$ cat src/rtl/branch_target_buffer.sv
// Direct-mapped branch target buffer with per-entry saturating direction counters.
// Lookup is combinational from stored state; updates, allocation and statistics commit on CLK.
module branch_target_buffer #(
   parameter int ENTRIES = 16,
   parameter int CNT_W   = 2,
   parameter int ADDR_W  = 32
) (
   input  logic              CLK,
   input  logic              nRST,
   input  logic [ADDR_W-1:0] lookup_pc,
   output logic              hit,
   output logic              predict_taken,
   output logic [ADDR_W-1:0] pred_next_pc,
   input  logic              update_en,
   input  logic [ADDR_W-1:0] update_pc,
   input  logic              update_taken,
   input  logic [ADDR_W-1:0] update_target,
   input  logic              clear,
   output logic [31:0]       hit_cnt,
   output logic [31:0]       mispredict_cnt
);

   localparam int IDX_W = $clog2(ENTRIES);
   localparam int TAG_W = ADDR_W - IDX_W - 2;

   localparam logic [CNT_W-1:0] CNT_ONE     = CNT_W'(1);
   localparam logic [CNT_W-1:0] CNT_MAX     = {CNT_W{1'b1}};
   localparam logic [CNT_W-1:0] CNT_WEAK_T  = CNT_ONE << (CNT_W - 1);
   localparam logic [CNT_W-1:0] CNT_WEAK_NT = CNT_WEAK_T - CNT_ONE;

   logic              r_valid  [ENTRIES];
   logic [TAG_W-1:0]  r_tag    [ENTRIES];
   logic [ADDR_W-1:0] r_target [ENTRIES];
   logic [CNT_W-1:0]  r_cnt    [ENTRIES];
   logic [31:0]       r_hit_cnt;
   logic [31:0]       r_mispredict_cnt;

   logic [IDX_W-1:0]  w_lk_idx;
   logic [TAG_W-1:0]  w_lk_tag;
   logic [IDX_W-1:0]  w_up_idx;
   logic [TAG_W-1:0]  w_up_tag;
   logic              w_up_hit;
   logic              w_up_pred_taken;
   logic              w_mispredict;
   logic [CNT_W-1:0]  w_up_cnt_next;
   logic              w_unused_bits;

   function automatic logic [CNT_W-1:0] f_cnt_next(input logic [CNT_W-1:0] c,
                                                   input logic taken);
      if (taken) begin
         return (c == CNT_MAX) ? c : c + CNT_ONE;
      end else begin
         return (c == {CNT_W{1'b0}}) ? c : c - CNT_ONE;
      end
   endfunction

   function automatic logic [31:0] f_sat_inc32(input logic [31:0] v);
      return (v == 32'hFFFF_FFFF) ? v : v + 32'd1;
   endfunction

   assign w_lk_idx      = lookup_pc[IDX_W+1:2];
   assign w_lk_tag      = lookup_pc[ADDR_W-1:IDX_W+2];
   assign w_up_idx      = update_pc[IDX_W+1:2];
   assign w_up_tag      = update_pc[ADDR_W-1:IDX_W+2];
   assign w_unused_bits = ^{lookup_pc[1:0], update_pc[1:0]};

   // Lookup path: read pre-update state, no bypass from a same-cycle update
   always_comb begin
      hit           = r_valid[w_lk_idx] && (r_tag[w_lk_idx] == w_lk_tag);
      predict_taken = hit && r_cnt[w_lk_idx][CNT_W-1];
      if (predict_taken) begin
         pred_next_pc = r_target[w_lk_idx];
      end else begin
         pred_next_pc = lookup_pc + ADDR_W'(4);
      end
   end

   // Update-side hit, stored prediction and mispredict classification
   always_comb begin
      w_up_hit        = r_valid[w_up_idx] && (r_tag[w_up_idx] == w_up_tag);
      w_up_pred_taken = w_up_hit && r_cnt[w_up_idx][CNT_W-1];
      w_up_cnt_next   = f_cnt_next(r_cnt[w_up_idx], update_taken);
      if (w_up_pred_taken != update_taken) begin
         w_mispredict = 1'b1;
      end else if (update_taken && (r_target[w_up_idx] != update_target)) begin
         w_mispredict = 1'b1;
      end else begin
         w_mispredict = 1'b0;
      end
   end

   // Table state: clear beats update; a not-taken miss leaves the table alone
   always_ff @(posedge CLK or negedge nRST) begin
      if (!nRST) begin
         r_valid  <= '{default: 1'b0};
         r_tag    <= '{default: {TAG_W{1'b0}}};
         r_target <= '{default: {ADDR_W{1'b0}}};
         r_cnt    <= '{default: CNT_WEAK_NT};
      end else if (clear) begin
         r_valid  <= '{default: 1'b0};
      end else if (update_en) begin
         if (w_up_hit) begin
            r_cnt[w_up_idx] <= w_up_cnt_next;
            if (update_taken) begin
               r_target[w_up_idx] <= update_target;
            end
         end else if (update_taken) begin
            r_valid[w_up_idx]  <= 1'b1;
            r_tag[w_up_idx]    <= w_up_tag;
            r_target[w_up_idx] <= update_target;
            r_cnt[w_up_idx]    <= CNT_WEAK_T;
         end
      end
   end

   // Saturating statistics; a cycle with clear asserted records nothing
   always_ff @(posedge CLK or negedge nRST) begin
      if (!nRST) begin
         r_hit_cnt        <= 32'd0;
         r_mispredict_cnt <= 32'd0;
      end else if (update_en && !clear) begin
         if (w_up_hit) begin
            r_hit_cnt <= f_sat_inc32(r_hit_cnt);
         end
         if (w_mispredict) begin
            r_mispredict_cnt <= f_sat_inc32(r_mispredict_cnt);
         end
      end
   end

   assign hit_cnt        = r_hit_cnt;
   assign mispredict_cnt = r_mispredict_cnt;

endmodule

$ cat config.mk
export PLATFORM = sky130hd
export DESIGN_NAME = branch_target_buffer
export DESIGN_NICKNAME = d
export VERILOG_FILES = /design/src/rtl/branch_target_buffer.sv
export SDC_FILE = /design/constraint.sdc
export NUM_CORES = 2
export LEC_CHECK = 0
export CORE_MARGIN = 4
export CORE_UTILIZATION = 45
export CTS_BUF_LIST = sky130_fd_sc_hd__clkbuf_2 sky130_fd_sc_hd__clkbuf_4 sky130_fd_sc_hd__clkbuf_8
export DETAILED_ROUTE_END_ITERATION = 7
export GPL_TIMING_DRIVEN = 0
export PLACE_DENSITY = 0.73
export SLEW_MARGIN = 20
export SYNTH_ARGS = -nofsm -noshare
export SYNTH_HDL_FRONTEND = slang
export SYNTH_SLANG_ARGS = --single-unit
$ cat constraint.sdc
create_clock -name CLK -period 14.9 [get_ports CLK]
set_clock_uncertainty 0.2 [all_clocks]
set_input_delay 2.235 -clock CLK [delete_from_list [all_inputs] [get_ports CLK]]
set_output_delay 2.235 -clock CLK [all_outputs]
set_load 0.05 [all_outputs]
==> flow_metrics.tcl <==
set metrics [dict create \
    final_cell_mix "dfrtp_1 (1,024), mux2_2 (790), mux4_2 (450)" \
    hp-start "mispredict_cnt[11]$_DFFE_PN0P_" \
    ant_nets 0 \
    core.rowCount 130 \
    grt_max_degree 148 \
    avgRoutedWirePerCell_um 35.42 \
    cts_root_buf "clkbuf_8" \
    holdPathEnd "mispredict_cnt[11]$_DFFE_PN0P_" \
    place.port_buffers 172 \
    cts-htree-levels 4 \
    cts_tree "built" \
    yosysWarnings 0 \
    post_cts_buffers 0 \
    criticalPathCategory "in -> out" \
    dp_hpwl_um 150200 \
    worstPathArrival_ns 10.25 \
    min_period_ns 12.68 \
    die_h_um 364.9 \
    die_width_um 364.9 \
    post-route-period-util_pct 85.12 \
    synth_edf_count 0 \
    final_common_cell "dfrtp_1" \
    clk-insertion-delay-late_ns 0.95 \
    required_ns 12.47 \
    outcome "completed" \
    layout-drive-gt1-share_pct 39.48 \
    fmax_mhz 78.84 \
    final_max_slew_viol_count 0 \
    cts_hold_buf 0 \
    post_dp_cell_area_um2 61390 \
    rsz0062_at_grt "no" \
    power.density_nw_per_um2 118.8 \
    reg2reg_depth 11 \
    finalInstanceArea_um2 65190 \
    min_path_cells 1 \
    die_area_um2 133100 \
    synth_seq_cells 1040 \
    track_usage_pct 32.86 \
    avgSynthCellArea_um2 14.14 \
    cts_buffer_depth 3 \
    slew_headroom_pct 13.50 \
    drv_cap 0 \
    synthTopCellsByArea "dfrtp_1 (45%), mux4_2 (18%), mux2_2 (16%)" \
    routed_wl_um 220000 \
    fill_cells 10490 \
    async_reset_ff_share_pct 100.0 \
    ff_latch_area_um2 26050 \
    final-setup-viol-count 0 \
    synthFlopType "dfrtp_1" \
    vias_per_cell 6.827 \
    area_growth_pct 13.75 \
    start_util_pct 45.46 \
    setup_slack_ns 2.217 \
    r2r-start "r_tag[3]$_DFFE_PN0P_" \
    route.detailed.drc 0 \
    worstMarginPinSlew_ns 1.298 \
    overflow 0 \
    cts_buffers 176 \
    setup_tns_ns 0 \
    finalHoldViolations 0 \
    netlist_instances 4052 \
    rrSetupSlack_ns 9.47 \
    clock-sinks 1040 \
    hp-class "reg -> reg" \
    setup.worst_path.start_class "input pin" \
    r2r_end "r_tag[415]$_DFFE_PN0P_" \
    syn_nets 4156 \
    synth_area_um2 57300 \
    cp_max_fo 10 \
    fin_nets 4514 \
    core-area_um2 126100 \
    ioPinCount 199 \
    leakage_nw 29.04 \
    antenna_found_initial 22 \
    max-vdd-ir-drop_v 0.00008401 \
    seq_area_frac_synth_pct 45.45 \
    grt_pass1_vias 42020 \
    clkTransAtPathRegs_ns 0.06 \
    place.gp.congestion 0.9909 \
    multi_input_area_um2 29310 \
    grt_pass1_wl_um 309800 \
    firstDrtPassIters 6 \
    cp-end-kind "output pin" \
    yosysTopAreaCellShare_pct 44.72 \
    yosys.cell_types.count 78 \
    yosys.area.top_type "dfrtp_1" \
    drtIter0Drc 6445 \
    cts_resized 0 \
    vias 42400 \
    pre_cts_ws_ns 2.794 \
]
==> worst max-delay path by stage <==
stage / startpoint / end / slack (ns) / cells after the start
2_1_floorplan: lookup_pc[2] / predict_taken / 5.15 / 11
3_3_place_gp: nRST / hit_cnt[14]$_DFFE_PN0P_ / -35.87 / 1
3_5_place_dp: lookup_pc[3] / pred_next_pc[2] / 2.79 / 15
4_1_cts: lookup_pc[3] / pred_next_pc[2] / 2.79 / 15
5_1_grt: lookup_pc[3] / pred_next_pc[2] / 2.45 / 15
6_report: lookup_pc[3] / pred_next_pc[2] / 2.22 / 15
==> per-stage QoR <==
stage / power, mW / utilization (%) / hold slack [ns] / std cells
after floorplan: 4.378 / - / 0.2610 / 4052
after global placement: 4.907 / 48.46 / 0.2770 / 5874
after detailed placement: 4.950 / 48.70 / 0.2775 / 5882
after CTS: 7.690 / 51.65 / 0.2870 / 6189
after global routing: 7.966 / 51.68 / 0.3043 / 6195
final: 7.744 / 51.71 / 0.2827 / 6211
==> state kept, by name (all words and copies together), names as in the netlist <==
register        flops
r_target          512
r_tag             416
hit_cnt            32
mispredict_cnt     32
r_cnt              32
r_valid            16
==> area by class of cell <==
type                       count  area share, %
antenna                       22        0.08445
buffer                       368          2.835
clock buffer                 272          5.167
clock inverter                35         0.5451
inverter                      49         0.2822
multi-input combinational   2595          44.96
sequential                  1040          39.95
tap                         1650          3.167
timing repair buffer         180          3.006
==> logic make-up after synthesis <==
kind of cell / after synthesis / share of synthesized area (%)
fa+ha+maj: 4 / 0.08298
buf+inv: 417 / 3.461
mux: 1622 / 40.31
compound gates: 300 / 3.542
xor+xnor: 168 / 2.568
simple gates: 501 / 4.587
flops: 1040 / 45.45
==> synthesized netlist by cell type (63+ instances only) <==
master    count
mux2i_1     186
mux2_1      196
nand3_1      63
dfrtp_1    1024
nor2_1       68
o21ai_0      79
nand2_1     148
mux4_2      450
xor2_1       90
xnor2_1      78
buf_2        73
mux2_2      790
clkbuf_1    192
==> worst max-delay path: stages <==
cell and delay (ns):
clkdlybuf4s50_1 0.55, clkbuf_1 0.77, buf_2 0.63, clkbuf_1 0.87, clkbuf_1 0.99, a211oi_1 0.20, a21oi_1 0.33, xnor2_1 0.40
nand2_1 0.17, nor4b_1 0.30, nand4_1 0.12, nor2_1 0.75, buf_2 0.52, mux2i_1 0.44, clkdlybuf4s50_1 0.94
==> report_power, final <==
part	internal, mW	switching (mW)	leakage, nW
Combinational	0.734	0.769	13.3
Sequential	3.18	0.284	13.8
Clock	1.51	1.27	1.98
Total	5.42	2.32	29.0
==> routing by layer <==
layer  GRT usage (%)  up-vias  routed length (um)
met5           1.852        -                 425
met4           19.41       14               15150
met3           14.87      811               33780
met2           45.63     3454               91040
met1           42.07    21960               79580
li1                -    16160                   -
No activity file was read; power rests on OpenSTA's default activity.
